==> src/rtl/mult_pkg.sv <==
// Shared widths and FSM state type for the shift-and-add multiplier.
package mult_pkg;

    localparam int WIDTH_A = 16;
    localparam int WIDTH_B = 4;
    localparam int WIDTH_P = 32;

    typedef enum logic {
        LOAD = 1'b0,
        RUN  = 1'b1
    } state_t;

endpackage

==> src/rtl/shift_add_multiplier_dp.sv <==
// Operand, accumulator and bit-counter registers with the partial-sum adder.
module shift_add_multiplier_dp
    import mult_pkg::*;
#(
    parameter int WA = WIDTH_A,
    parameter int WB = WIDTH_B,
    parameter int WP = WIDTH_P
) (
    input  logic          clk,
    input  logic          reset,
    input  logic          load,
    input  logic          run,
    input  logic [WA-1:0] a,
    input  logic [WB-1:0] b,
    output logic [WP-1:0] sum,
    output logic          last
);

    localparam int CW = (WB > 1) ? $clog2(WB) : 1;

    logic [WP-1:0] a_reg;
    logic [WB-1:0] b_reg;
    logic [WP-1:0] acc;
    logic [CW-1:0] cnt;

    // Sum already includes this cycle's bit so the final value can be published directly.
    assign sum  = b_reg[0] ? acc + a_reg : acc;
    assign last = (cnt == CW'(WB - 1));

    always_ff @(posedge clk) begin
        if (reset) begin
            a_reg <= '0;
            b_reg <= '0;
            acc   <= '0;
            cnt   <= '0;
        end else if (load) begin
            a_reg <= {{(WP-WA){1'b0}}, a};
            b_reg <= b;
            acc   <= '0;
            cnt   <= '0;
        end else if (run) begin
            a_reg <= a_reg << 1;
            b_reg <= b_reg >> 1;
            acc   <= sum;
            cnt   <= cnt + 1'b1;
        end
    end

endmodule

==> src/rtl/shift_add_multiplier.sv <==
// Free-running unsigned shift-and-add multiplier: one multiplier bit per clock,
// product registered at the end of each pass.
module shift_add_multiplier
    import mult_pkg::*;
#(
    parameter int WIDTH_A = mult_pkg::WIDTH_A,
    parameter int WIDTH_B = mult_pkg::WIDTH_B,
    parameter int WIDTH_P = mult_pkg::WIDTH_P
) (
    input  logic               clk,
    input  logic               reset,
    input  logic [WIDTH_A-1:0] A,
    input  logic [WIDTH_B-1:0] B,
    output logic [WIDTH_P-1:0] outProduct
);

    state_t state;
    state_t state_next;

    logic               load;
    logic               run;
    logic               done;
    logic               last;
    logic [WIDTH_P-1:0] sum;

    shift_add_multiplier_dp #(
        .WA(WIDTH_A),
        .WB(WIDTH_B),
        .WP(WIDTH_P)
    ) u_dp (
        .clk  (clk),
        .reset(reset),
        .load (load),
        .run  (run),
        .a    (A),
        .b    (B),
        .sum  (sum),
        .last (last)
    );

    always_ff @(posedge clk) begin
        if (reset) begin
            state <= LOAD;
        end else begin
            state <= state_next;
        end
    end

    always_comb begin
        state_next = state;
        load       = 1'b0;
        run        = 1'b0;
        done       = 1'b0;
        unique case (state)
            LOAD: begin
                load       = 1'b1;
                state_next = RUN;
            end
            RUN: begin
                run = 1'b1;
                if (last) begin
                    done       = 1'b1;
                    state_next = LOAD;
                end
            end
            default: state_next = LOAD;
        endcase
    end

    always_ff @(posedge clk) begin
        if (reset) begin
            outProduct <= '0;
        end else if (done) begin
            outProduct <= sum;
        end
    end

endmodule

==> config.mk <==
export PLATFORM = sky130hd
export DESIGN_NAME = shift_add_multiplier
export DESIGN_NICKNAME = d
export VERILOG_FILES = /design/src/rtl/mult_pkg.sv /design/src/rtl/shift_add_multiplier_dp.sv /design/src/rtl/shift_add_multiplier.sv
export SDC_FILE = /design/constraint.sdc
export NUM_CORES = 1
export LEC_CHECK = 0
export CAP_MARGIN = 20
export CORE_MARGIN = 8
export CORE_UTILIZATION = 32
export CTS_CLUSTER_SIZE = 24
export DETAILED_ROUTE_END_ITERATION = 10
export GPL_TIMING_DRIVEN = 0
export REMOVE_ABC_BUFFERS = 1
export SETUP_SLACK_MARGIN = 0.2
export SYNTH_ARGS = -nofsm -noshare
export SYNTH_HDL_FRONTEND = slang
export SYNTH_HIERARCHICAL = 1
export SYNTH_SLANG_ARGS = --single-unit
export TNS_END_PERCENT = 50
==> constraint.sdc <==
create_clock -name clk -period 8.6 [get_ports clk]
set_input_delay 1.72 -clock clk [delete_from_list [all_inputs] [get_ports clk]]
set_output_delay 1.72 -clock clk [all_outputs]
set_load 0.02 [all_outputs]
; ---- After elaboration in Yosys (flattened, before gate mapping)
; Cells that the tools add are included.
[word_totals]
elab_cells = 23
regBits = 103
in_bits = 22
[classes]
bitwise_logic = 1
eq_ne = 2
add_sub_neg = 2
muxes = 10
reduce_logical = 1
[op_table]
columns = op, n
row1 = $add A32 B32 Y32, 1
row2 = $mux W16, 2
row3 = $mux W32, 1
row4 = $mux W4, 2
row5 = $mux W1, 4
row6 = $add A2 B1 Y2 const B, 1
row7 = $eq A2 B2 Y1 const B, 1
row8 = $ne A2 B1 Y1 const B, 1
row9 = $pmux W1 S2, 1
row10 = $reduce_or A2 Y1, 1
row11 = $not A1 Y1, 1

; ---- Logic depth before layout (Yosys ltp)
; Gate-level depths: netlist of run 1.
[logic_depth]
word_depth = 3
ltp_mapped = 13
depth_no_buf = 13

; ---- By module
; Netlist of run 1, hierarchy kept.
[by_module_without_submodules]
columns = mod, area_each_um2, instances, seq_area_each_um2, cells_each
row1 = shift_add_multiplier_dp, 4620.7, 1, 1401.3, 559
row2 = shift_add_multiplier, 1506.4, 1, 660.6, 149

; ---- Least setup slack after synthesis of run 1
; OpenSTA, ideal clock, no wires.
[synth_timing]
kind = input -> register
startpoint = in reset
endpoint = reg u_dp.acc[16]
cell_stages = 4
arrival_time_ps = 2672
path_buffers = 1
setup_slack_ps = 5850
cell_sequence = or2_2 clkbuf_1 or3_1 o211ai_1
[synth_between]
elab_chain_len = 1
[synth_lines]
columns = item, line_no
row1 = from (decl), shift_add_multiplier.sv:11  ; input logic reset,
row2 = $reduce_or A2 Y1 (no source line), --
row3 = to (signal assigned), shift_add_multiplier_dp.sv:44  ; acc <= sum;
row4 = to (decl), shift_add_multiplier_dp.sv:23  ; logic [WP-1:0] acc;
; Every way passes these cells.
; A chain may end at the register's enable or synchronous reset.

; ---- Final worst setup path of run 1
[layout_timing]
startpoint = in reset
endpoint = reg u_dp.acc[21]
; Same word-level chain as after synthesis.

==> results.toml, run 1 <==
[cts]
cts.reportedPaths.clkPinSlew_ns = 0.07
numCtsBuffers = 9
cts.sinks = 103
cts_tree = "yes"
cts_root_buffer = "clkbuf_16"
post_cts_buffers = 0
htreeDepth = 3
cts_buffer_depth = 2
clk_latency_ns = 0.35
cts_hold_buf = 0
cts.repair.resized = 0

[timing]
fin_crit_ns = 3.87
slew_violations = 0
final-hold-violation-count = 0
setup_tns_ns = 0
max_slew_margin_pct = 31.0
skew_ns = 0.00573
tightest_slew_ns = 1.04
fmax_mhz = 259
final-setup-viol-count = 0
rsz0062_at_grt = "false"
min_period_over_period_pct = 45.0

[critical_path]
slowest_delay_ns = 0.83
crit_fanout = 49
crit_top_cell = "nor2_1"
path_cells = "buf_2 -> buf_12 -> or2_2 -> nor2_1 -> nand2_1 -> nor2_1 -> a221o_1"
r2r_setup_slack_ns = 5.26
crit_required_ns = 8.84
reg2reg_from = "state$_SDFF_PP0_"
cp.arrival_ns = 4.11
crit_end = "u_dp/acc[21]$_SDFFE_PP0P_"
rr_worst_depth = 8
criticalPathCategory = "in2reg"
worstSetupStartpointType = "input pin"
cp-startpoint = "reset"
endpoint_kind = "flop"
cp_slowest_cell = "or2_2"
rr_endpoint = "u_dp/acc[21]$_SDFFE_PP0P_"

[logic_synthesis]
yosysSeqAreaShare_pct = 33.7
synth_cell_types = 57
avgSynthCellArea_um2 = 8.65
ys_ff_latch = 103
synthCells = 708
synth_async_sr_flop_share_pct = 0
yosysWarnings = 6
synth_area_leader_cell = "dfxtp_1"
yosys_most_used_dff = "dfxtp_1"
synth_area_leaders = "dfxtp_1 (34%), mux2i_1 (7.7%), ha_1 (6.5%), a21oi_1 (6.4%), nor2_1 (5.8%)"
synth.cell_area_um2 = 6130
synth_top_area_share_pct = 33.7
synth-edff-count = 0

[detailed_routing]
via_count = 4891
routed_wl_um = 13800
first_pass_iters = 4
drtIter0Drc = 251
routedWlPerCell_um = 14.3
vias_per_cell = 5.07
drc = 0
ant_nets = 0

[finish]
nets = 781
synthToLayoutAreaGrowth_pct = 15.3
multiInputGateArea_um2 = 3790
fin_util_pct = 37.7
layout-drive-gt1-share_pct = 11.8
layout_commonest_cell = "dfxtp_1"
antenna_cells = 0
mostFrequentLayoutCells = "dfxtp_1 (101), nor2_1 (94), a21oi_1 (78)"
fill_cells = 1919
seq_area_um2 = 2070

[floorplanning]
dieArea_um2 = 23800
fp.coreArea_um2 = 18800
start_util_pct = 32.6
die_y_um = 154
boundaryPins = 54
dieWidth_um = 154
rows = 50

[placed_design]
dp_hpwl_um = 9630
place.port_buffers = 53
place.gp.congestion = 0.800

[global_route]
antenna_found_initial = 0
grt_pass1_wl_um = 23200
grt_pass1_vias = 4678
grt_usage_pct = 11.7
grt_start_max_net_pins = 50
grt_overflow_total = 0

[power_and_ir_drop]
ir_worst_vdd_v = 0.0000880
pwr_density_cell_nw_per_um2 = 137
leakage_nw = 2.91

[run]
max-cap-violations = 0

[worst_hold_path]
hold_class = "reg2reg"

[status]
status = "finished clean"
-- metrics by stage --
step	area (µm²)	instances	setup WS [ns]	hold slack [ns]	total power, mW
3_5_place_dp	6790	949	4.34	0.468	0.588
5_1_grt	7070	965	4.52	0.510	1.00
6_report	7070	965	4.73	0.478	0.965
4_1_cts	7070	965	4.71	0.478	0.978
2_1_floorplan	5870	658	3.09	0.448	0.557
3_3_place_gp	6690	945	0.881	0.465	0.590
-- cell type report --
| cell class | instances | area share (%) |
|---|---|---|
| repair buffers | 57 | 8.78 |
| flip-flops and latches | 103 | 29.2 |
| inverters | 5 | 0.266 |
| clock inverters | 4 | 0.283 |
| multi-input cells | 550 | 53.6 |
| well taps | 234 | 4.14 |
| clock buffers | 12 | 3.63 |
-- worst min path at each step --
stage | start | endpoint | slack, ns | cells past startpoint
2_1_floorplan | u_dp/acc[26]$_SDFFE_PP0P_ | u_dp/acc[26]$_SDFFE_PP0P_ | 0.45 | 2
3_3_place_gp | u_dp/acc[20]$_SDFFE_PP0P_ | u_dp/acc[20]$_SDFFE_PP0P_ | 0.46 | 2
3_5_place_dp | u_dp/acc[20]$_SDFFE_PP0P_ | u_dp/acc[20]$_SDFFE_PP0P_ | 0.47 | 2
4_1_cts | u_dp/acc[20]$_SDFFE_PP0P_ | u_dp/acc[20]$_SDFFE_PP0P_ | 0.48 | 2
5_1_grt | u_dp/acc[27]$_SDFFE_PP0P_ | u_dp/acc[27]$_SDFFE_PP0P_ | 0.51 | 2
6_report | u_dp/acc[22]$_SDFFE_PP0P_ | u_dp/acc[22]$_SDFFE_PP0P_ | 0.48 | 2
-- worst max-delay path: cells and delay by family --
kind / cells / cell delay (ns)
simple gates: 4 / 1.36
buf+inv: 2 / 0.72
compound gates: 1 / 0.25
-- kinds of logic (layout without fill, tap and decap cells) --
group / after synthesis / count (layout) / share of synthesized area [%]
AO/OA/AOI/OAI: 201 / 201 / 22.9
XOR/XNOR: 29 / 29 / 4.15
adder cells (fa/ha/maj): 33 / 33 / 6.86
buffers and inverters: 55 / 78 / 4.51
flip-flops: 103 / 103 / 33.7
multiplexers: 72 / 72 / 12.3
AND/OR/NAND/NOR: 215 / 215 / 15.6
-- power by group --
group	leakage (nW)	internal, mW	total (mW)	switching, mW
clock	0.142	0.210	0.388	0.178
combinational	1.93	0.0362	0.0807	0.0445
sequential	0.835	0.484	0.496	0.0123
total	2.91	0.731	0.965	0.235
-- synth_stat cells (all sizes together) (2+ instances only) --
cell type,n
a211oi,4
a21bo,33
a21boi,3
a21o,15
a21oi,95
a221o,2
a31o,2
and2,2
and3,5
buf,29
clkbuf,21
dfxtp,103
ha,32
inv,5
mux2,25
mux2i,47
nand2,42
nand2b,3
nand3,42
nand4,4
nor2,95
nor2b,4
nor3,9
nor3b,2
o211ai,4
o21a,9
o21ai,21
o21bai,2
o31ai,3
or2,2
or4,2
xnor2,17
xor2,12
-- layer usage --
| layer | GRT usage (%) | vias up | part of all wire, % |
|---|---|---|---|
| li1 | - | 2545 | - |
| met1 | 15.0 | 2259 | 49 |
| met2 | 18.6 | 75 | 44 |
| met3 | 3.12 | 12 | 5.7 |
| met4 | 4.20 | 0 | 1.4 |
| met5 | 0 | - | 0 |
Power figures use the tool's default switching activity.
==> run 2, diff against run 1 <==
- clock period: 8.6 -> 3.5 ns (I/O delays scaled with it)
==> run 2 against run 1 <==
Compared with the run above: routed wire length rose by 0.17%; register-to-register slack got worse by 4.8 ns; core utilization barely moved; sequential share of layout area barely moved; clock-buffer cell count did not move; global-route usage did not move; clock skew rose by 0.0014 ns; clock power rose by 150%; power rose by 150%; critical path depth rose by 6; critical path type is now reg2reg; die area did not move; non-clock buffer count did not move.
==> results.toml, run 2 (synthesized netlist as in run 1, its figures left out) <==
[power_and_ir_drop]
p_int_mw = 1.80
pwr_density_cell_nw_per_um2 = 336
leakage_nw = 2.91
switching_power_mw = 0.577
p_seq_share_pct = 51.4
pwr-share-comb_pct = 8.4
clockPowerShare_pct = 40.2
ir_worst_vdd_v = 0.000215
total_power_mw = 2.37
p_sw_share_pct = 24.3

[detailed_routing]
drc = 0
vias_per_cell = 5.07
routed_wl_um = 13900
ant_nets = 0
first_pass_iters = 4
drtIter0Drc = 259
via_count = 4895
routedWlPerCell_um = 14.4

[critical_path]
rr_endpoint = "outProduct[16]$_SDFFE_PP0P_"
r2r_setup_slack_ns = 0.46
rr_worst_depth = 13
crit_required_ns = 3.71
slowest_delay_ns = 0.41
worstSetupStartpointType = "flop"
cp.arrival_ns = 3.25
reg2reg_from = "u_dp/a_reg[0]$_SDFFE_PP0P_"
cp_slowest_cell = "fa_1"
crit_top_cell = "a21o_1"
path_cells = "ha_1 -> fa_1 -> a21o_1 -> nand4_1 -> a21o_1 -> nand2_1 -> a211o_1 -> a21o_1 -> a21oi_2 -> xnor2_1 -> mux2_2 -> nand3_1 -> a21oi_2"
endpoint_kind = "flop"
criticalPathCategory = "reg2reg"
crit_fanout = 4

[global_route]
antenna_found_initial = 0
grt_overflow_total = 0
grt_pass1_vias = 4678
grt_pass1_wl_um = 23200
grt_usage_pct = 11.7
grt_start_max_net_pins = 50

[cts]
cts_buffer_depth = 2
post_cts_buffers = 0
cts.sinks = 103
cts.reportedPaths.clkPinSlew_ns = 0.07
cts_hold_buf = 0
cts_root_buffer = "clkbuf_16"
htreeDepth = 3
cts.repair.resized = 1
numCtsBuffers = 9
clk_latency_ns = 0.35
cts_tree = "yes"

[timing]
tightest_slew_ns = 0.965
skew_ns = 0.00709
slew_violations = 0
min_period_over_period_pct = 86.9
rsz0062_at_grt = "true"
final-hold-violation-count = 0
hold-worst-slack_ns = 0.479
fin_crit_ns = 3.04
final-setup-viol-count = 0
fmax_mhz = 329
max_slew_margin_pct = 35.6

[finish]
layout-drive-gt1-share_pct = 11.9
fin_util_pct = 37.7
antenna_cells = 0
synthToLayoutAreaGrowth_pct = 15.4
fin_cells = 965
layout_commonest_cell = "dfxtp_1"
nets = 781
mostFrequentLayoutCells = "dfxtp_1 (101), nor2_1 (94), a21oi_1 (77)"

[status]
status = "finished clean"

[worst_hold_path]
hp-start = "u_dp/acc[22]$_SDFFE_PP0P_"
min_to = "u_dp/acc[22]$_SDFFE_PP0P_"
hold_class = "reg2reg"
whs_path_depth = 2

[floorplanning]
dieArea_um2 = 23800
fp.coreArea_um2 = 18800
boundaryPins = 54
die_y_um = 154
dieWidth_um = 154
rows = 50
start_util_pct = 32.6

[placed_design]
place.gp.congestion = 0.800
dpl.cell_count = 949
dp_hpwl_um = 9630
place.port_buffers = 53

[run]
max-cap-violations = 0
==> run 2: metrics by stage <==
step	area (µm²)	setup slack [ns]	setup TNS, ns
final	7070	0.458	0
after global routing	7070	0.157	0
after CTS	7070	0.366	0
after detailed placement	6790	0.159	0
after global placement	6690	-4.22	-282.05
after floorplan	5870	-2.01	-101.93
==> run 2: cell type report <==
class	instances	area, µm²
Clock buffer	12	256
Clock inverter	4	20.0
Fill cell	1918	11700
Inverter	5	18.8
Multi-Input combinational cell	550	3800
Sequential cell	103	2070
Tap cell	234	293
Timing Repair Buffer	57	621
==> run 2: how the worst max path moves through the flow <==
stage,startpoint,to,slack [ns],cells past startpoint
after floorplan,state$_SDFF_PP0_,u_dp/acc[26]$_SDFFE_PP0P_,-2.01,4
after global placement,state$_SDFF_PP0_,u_dp/acc[21]$_SDFFE_PP0P_,-4.22,6
after detailed placement,state$_SDFF_PP0_,u_dp/acc[25]$_SDFFE_PP0P_,0.16,8
after CTS,u_dp/a_reg[0]$_SDFFE_PP0P_,outProduct[16]$_SDFFE_PP0P_,0.37,13
after global routing,u_dp/a_reg[1]$_SDFFE_PP0P_,outProduct[31]$_SDFFE_PP0P_,0.16,12
final,u_dp/a_reg[0]$_SDFFE_PP0P_,outProduct[16]$_SDFFE_PP0P_,0.46,13
==> run 2: power by group through the flow <==
stage | sequential [mW] | clock (mW) | combinational, mW
2_1_floorplan | 1.25 | 0 | 0.118
3_3_place_gp | 1.27 | 0 | 0.181
3_5_place_dp | 1.25 | 0 | 0.199
4_1_cts | 1.22 | 0.984 | 0.201
5_1_grt | 1.22 | 1.02 | 0.221
6_report | 1.22 | 0.954 | 0.199
==> run 2: worst max-delay path, delay by kind of cell (launching register included) <==
family | cells | cell delay [ns]
xor gates and xnor gates | 1 | 0.08
and+or+nand+nor | 3 | 0.36
adders and majority gates | 2 | 0.66
muxes | 1 | 0.27
DFF | 1 | 0.32
AOI/OAI and AO/OA | 6 | 1.20
==> run 2: per-layer routing <==
metal | GRT usage, % | wire [µm] | vias to the layer above
met4 | 4.20 | 182 | 0
met1 | 15.0 | 6910 | 2276
met5 | 0 | 0 | -
li1 | - | - | 2544
met2 | 18.6 | 6080 | 65
met3 | 3.12 | 682 | 10
==> patch 1 (config.mk and constraints of run 2) <==
Put one more register stage on the output `outProduct`, with the module's reset. The value now appears one clock later.
--- a/src/rtl/shift_add_multiplier.sv
+++ b/src/rtl/shift_add_multiplier.sv
@@ -13,6 +13,8 @@
     input  logic [WIDTH_B-1:0] B,
     output logic [WIDTH_P-1:0] outProduct
 );
+
+    logic [WIDTH_P-1:0] outProduct_s0;
 
     state_t state;
     state_t state_next;
@@ -69,9 +71,17 @@
 
     always_ff @(posedge clk) begin
         if (reset) begin
+            outProduct_s0 <= '0;
+        end else if (done) begin
+            outProduct_s0 <= sum;
+        end
+    end
+
+    always_ff @(posedge clk) begin
+        if (reset) begin
             outProduct <= '0;
-        end else if (done) begin
-            outProduct <= sum;
+        end else begin
+            outProduct <= outProduct_s0;
         end
     end
 
Check against the original RTL: not equivalent (a bounded check fails within 10 cycles, from zero or initial values and one cycle with reset high).
==> patch 1 against run 2 <==
Design area grew 17%; sequential cell count is 32 higher; final cell count is 9.7% higher; critical path depth unchanged; combinational power is 2% higher; fmax fell by 3.9%; core utilization is 0.87 points higher; setup slack worse by 0.12 ns; wire length increased by 5.9%; power up 54%; worst hold slack lost 0.015 ns; area after synthesis grew 13%; critical endpoint is now outProduct_s0[16]$_SDFFE_PP0P_; highest routed layer unchanged.
==> patch 1: results (changes against run 2) <==
stage	metric	value	unit	change
global_routing	grt_first_pass_wirelength	24890	µm	+7.3%
logic_synthesis	synth.distinct_cells	57		unchanged
global_routing	grt_pass1_vias	4833		+3.3%
drt	dr.pass1.iters	4		unchanged
logic_synthesis	synth_flop_cell	dfxtp_1		
logic_synthesis	ys_warn_count	6		unchanged
drt	via_per_inst	4.677		-7.8%
cts	numCtsBuffers	17		+8
place	io_buffers	53		unchanged
power_and_ir_drop	ir_drop	0.0002790	V	+30%
drt	wl	14670	µm	+5.9%
worst_setup_path	worstPathArrival	3.48	ns	+0.23 ns
cts	cts_setup_buffers	0		unchanged
place	dpl.hpwl	9966	µm	+3.5%
cts	cts_root_buffer	clkbuf_16		
final_layout	nets	821		+5.1%
cts	clkTransAtPathRegs	0.06	ns	
worst_setup_path	critPathMaxFanout	4		unchanged
power_and_ir_drop	static-leakage-power	3.498	nW	+20%
final_layout	fillers	2106		+9.8%
timing	skew	0.008075	ns	+0.0009869 ns
status	status	completed		
global_routing	grt_use_total	0.1155		-0.001578
global_routing	grt_max_degree	88		+76%
drt	drtIter0Drc	268		+3.5%
cts	h-tree-depth	4		+1
global_routing	antenna_found_initial	0		unchanged
place	place_area	0.007649	mm²	+13%
cts	cts_buffer_depth	2		unchanged
logic_synthesis	synth.area.top_cells	dfxtp_1 (39%), mux2i_1 (6.8%), mux2_4 (6.3%), nor2b_1 (6.1%), ha_1 (5.8%)		
place	gp_congestion	0.8053		+0.64%
min_path	hold_path_class	flip-flop to flip-flop		
cts	cts_tree	yes		
cts	clock_latency	0.42	ns	+0.07 ns
timing	slew-limit-headroom	0.3051		-0.05137
logic_synthesis	ys_top_cells_by_count	dfxtp_1 (135), nor2_1 (95), nor2b_1 (68), a21oi_1 (62), mux2i_1 (47)		
logic_synthesis	synth_seq_area_share	0.3905		+0.05392
final_layout	diodes	0		unchanged
drt	ant_nets	0		unchanged
final_layout	post_route_cells_drive_above_1_share	0.1489		+0.02989
[patch 1: timing repair]
action	CTS	global route
pin swaps	0	6
setup endpoints to repair	1	10
resized for setup	1	13
[patch 1: critical path: stages (launching register included)]
cell,delay (ns)
dfxtp_1,0.32
ha_2,0.21
fa_1,0.41
a21o_1,0.19
nand4_1,0.11
a21o_1,0.22
nand2_2,0.11
a211o_1,0.33
a21o_1,0.19
a21oi_2,0.20
xnor2_1,0.08
mux2_2,0.26
nor2b_1,0.13
mux2_4,0.28
[patch 1: path summary, 6_finish.rpt]
check / slack (ns) / to / start / cells past startpoint
min reg2reg: 0.46 / outProduct[27]$_SDFF_PP0_ / outProduct_s0[27]$_SDFFE_PP0P_ / 1
max reg2reg: 0.34 / outProduct_s0[16]$_SDFFE_PP0P_ / u_dp/a_reg[0]$_SDFFE_PP0P_ / 13
max: 0.34 / outProduct_s0[16]$_SDFFE_PP0P_ / u_dp/a_reg[0]$_SDFFE_PP0P_ / 13
min: 0.46 / outProduct[27]$_SDFF_PP0_ / outProduct_s0[27]$_SDFFE_PP0P_ / 1
[patch 1: layout make-up]
| type | count | area [µm²] | share of cell area |
|---|---|---|---|
| flip-flops and latches | 135 | 2708 | 0.3258 |
| clock buffers | 18 | 450.4 | 0.05420 |
| multi-input cells | 551 | 4004 | 0.4818 |
| repair buffers | 56 | 610.6 | 0.07347 |
| well taps | 280 | 350.3 | 0.04216 |
| inverters | 5 | 18.77 | 0.002258 |
| clock inverters | 14 | 168.9 | 0.02033 |
[patch 1: report_power, final]
part | switching, mW | total [mW] | internal, mW
registers | 0.0270 | 1.58 | 1.55
clock network | 0.704 | 1.87 | 1.17
logic | 0.110 | 0.203 | 0.0932
total | 0.840 | 3.65 | 2.81
[patch 1: per-stage QoR]
step / setup WS, ns / cells
6_report: 0.3358 / 1059
5_1_grt: 0.1692 / 1059
4_1_cts: 0.2243 / 1059
3_5_place_dp: 0.1371 / 1027
3_3_place_gp: -2.808 / 1024
2_1_floorplan: -1.032 / 691
[patch 1: metal layers]
| layer | wire (µm) | share of wire | vias to the layer above | track usage |
|---|---|---|---|---|
| met1 | 7285 | 0.50 | 2270 | 0.1506 |
| met2 | 6552 | 0.45 | 58 | 0.1777 |
| met5 | 0 | 0 | - | 0 |
| li1 | - | - | 2606 | - |
| met4 | 255 | 0.017 | 0 | 0.05379 |
| met3 | 577 | 0.039 | 19 | 0.02722 |
[patch 1: logic make-up (layout without fill, tap and decap cells)]
family,count (synthesis),in the layout,share of synthesized area
AND/OR/NAND/NOR,249,249,0.1748
AO/OA/AOI/OAI,136,136,0.1236
flip-flops,135,135,0.3905
multiplexers,104,104,0.1764
buffers and inverters,48,93,0.03724
adder cells (fa/ha/maj),33,33,0.06074
XOR/XNOR,29,29,0.03670
==> patch 2 (settings of run 2) <==
Without the edit above. `WIDTH_B`: 4 -> 8.
--- a/src/rtl/mult_pkg.sv
+++ b/src/rtl/mult_pkg.sv
@@ -2,7 +2,7 @@
 package mult_pkg;
 
     localparam int WIDTH_A = 16;
-    localparam int WIDTH_B = 4;
+    localparam int WIDTH_B = 8;
     localparam int WIDTH_P = 32;
 
     typedef enum logic {
Interface: changed (resized B); port bits go from 54 to 58. No check against the original RTL was run, so the function may have changed too.
==> patch 2 against run 2 <==
Global-route usage grew 0.82 points; power rose by 7.8%; die area increased by 6.9%; area after synthesis rose by 7.7%; design area increased by 8.0%; sequential share of layout area is 0.86 points lower; worst hold slack worse by 0.00055 ns; sequential cell count is 5 higher; wire length up 15%; via count grew 11%; critical path type unchanged; non-clock buffer count up 4; setup slack worse by 0.075 ns; largest cell class unchanged.
==> patch 2: results (changes against run 2) <==
stage	metric	value	unit	change
drt	wl_met2	7236	µm	+19%
cts	clock_latency	0.36	ns	
final_layout	nets	849		+8.7%
final_layout	post_route_cells_drive_above_1_share	0.1134		-0.005665
worst_setup_path	worstPathArrival	3.40	ns	+0.15 ns
logic_synthesis	synth.distinct_cells	62		+8.8%
cts	cts_buffer_depth	2		unchanged
drt	wire_per_inst	14.96	µm	+4.2%
timing	tightestPinTransition	0.9274	ns	-0.03791 ns
final_layout	fillers	2072		+8.0%
global_routing	grt_use_total	0.1253		+0.008181
power_and_ir_drop	ir_drop	0.0002347	V	+9.1%
place	place_area	0.007302	mm²	+7.5%
drt	ant_nets	0		unchanged
timing	skew	0.01617	ns	+0.009081 ns
global_routing	grt_pass1_vias	5344		+14%
place	io_buffers	57		+7.5%
global_routing	grt_first_pass_wirelength	27050	µm	+17%
drt	met3_length	516	µm	-24%
cts	numCtsBuffers	9		unchanged
timing	final-setup-viol-count	0		unchanged
status	status	completed		
logic_synthesis	synthArstFlopShare	0		unchanged
cts	cts_root_buffer	clkbuf_16		
logic_synthesis	ys_top_cells_by_count	dfxtp_1 (108), nor2_1 (101), a21oi_1 (83), mux2i_1 (52), nand3_1 (50)		
drt	drtIter0Drc	333		+29%
drt	highest_layer	met4		
global_routing	grt_max_degree	75		+50%
cts	clkTransAtPathRegs	0.07	ns	about the same
min_path	hold_path_class	flip-flop to flip-flop		
logic_synthesis	synth_xor_area_frac	0.03184		-0.009612
logic_synthesis	synth_fa_ha_area_frac	0.06558		-0.003033
logic_synthesis	synth_compound_area_frac	0.2500		+0.02068
worst_setup_path	critPathMaxFanout	74		+70
logic_synthesis	synth.area.top_cells	dfxtp_1 (33%), mux2i_1 (7.9%), a21oi_1 (6.3%), ha_1 (6.3%), nor2_1 (5.7%)		
logic_synthesis	synth_seq_area_share	0.3275		-0.009012
final_layout	diodes	0		unchanged
logic_synthesis	synth.area.mux_share	0.1130		-0.009764
cts	cts_tree	yes		
drt	dr.pass1.iters	6		+2
place	dpl.hpwl	10980	µm	+14%
power_and_ir_drop	static-leakage-power	3.165	nW	+8.7%
place	gp_congestion	0.8662		+8.2%
drt	vias	5449		+11%
drt	met1Wirelength	8009	µm	+16%
global_routing	antenna_found_initial	0		unchanged
## patch 2: cell families (layout without fill, tap and decap cells)
logic type / Yosys count / in the layout
compound gates: 233 / 233
xor+xnor: 24 / 24
fa+ha+maj: 34 / 34
buf+inv: 62 / 84
flops: 108 / 108
mux: 72 / 72
simple gates: 239 / 239
## patch 2: routing by layer
metal / up-vias / GRT usage
li1: 2805 / -
met1: 2549 / 0.1658
met2: 84 / 0.2056
met3: 11 / 0.01851
met4: 0 / 0.04031
met5: - / 0
## patch 2: critical path: stages (launching register included)
cell	delay, ns
dfxtp_4	0.68
buf_16	0.36
inv_2	0.42
or2_4	0.58
nor2_1	0.45
nand3_1	0.13
a31o_2	0.23
nand3_1	0.07
## patch 2: where the power goes
part	internal [mW]	switching (mW)	total, mW
Sequential	1.25	0.0343	1.28
Combinational	0.102	0.126	0.228
Clock	0.574	0.474	1.05
Total	1.93	0.634	2.56
## patch 2: final timing paths
path	to	startpoint	depth (start not counted)	slack (ns)
max	u_dp/acc[30]$_SDFFE_PP0P_	state$_SDFF_PP0_	7	0.38
min	u_dp/acc[27]$_SDFFE_PP0P_	u_dp/acc[27]$_SDFFE_PP0P_	2	0.48
max reg2reg	u_dp/acc[30]$_SDFFE_PP0P_	state$_SDFF_PP0_	7	0.38
min reg2reg	u_dp/acc[27]$_SDFFE_PP0P_	u_dp/acc[27]$_SDFFE_PP0P_	2	0.48
## patch 2: repair_timing
item | 4_1_cts | 5_1_grt
gates resized for setup | 1 | 2
pin swaps | 0 | 0
endpoints found under the setup margin | 4 | 5
hold buffers | 0 | 0
setup buffers | 1 | 0
cloned | 0 | 0
## patch 2: layout make-up
| class | instances | area [µm²] | share of cell area |
|---|---|---|---|
| well taps | 270 | 337.8 | 0.04422 |
| multi-input cells | 602 | 4145 | 0.5426 |
| clock inverters | 6 | 63.81 | 0.008352 |
| flip-flops and latches | 108 | 2167 | 0.2837 |
| clock buffers | 10 | 239.0 | 0.03128 |
| repair buffers | 61 | 660.6 | 0.08647 |
| inverters | 7 | 26.28 | 0.003439 |
## patch 2: through the flow
stage	instances	worst slack (ns)	TNS, ns	util	hold WS (ns)
6_report	1064	0.3833	0	0.3776	0.4781
5_1_grt	1064	0.1536	0	0.3776	0.5047
4_1_cts	1064	0.1887	0	0.3773	0.4817
3_5_place_dp	1047	0.02221	0	0.3609	0.4717
3_3_place_gp	1044	-5.345	-349.37	0.3574	0.4638
2_1_floorplan	717	-2.705	-147.88	-	0.4505
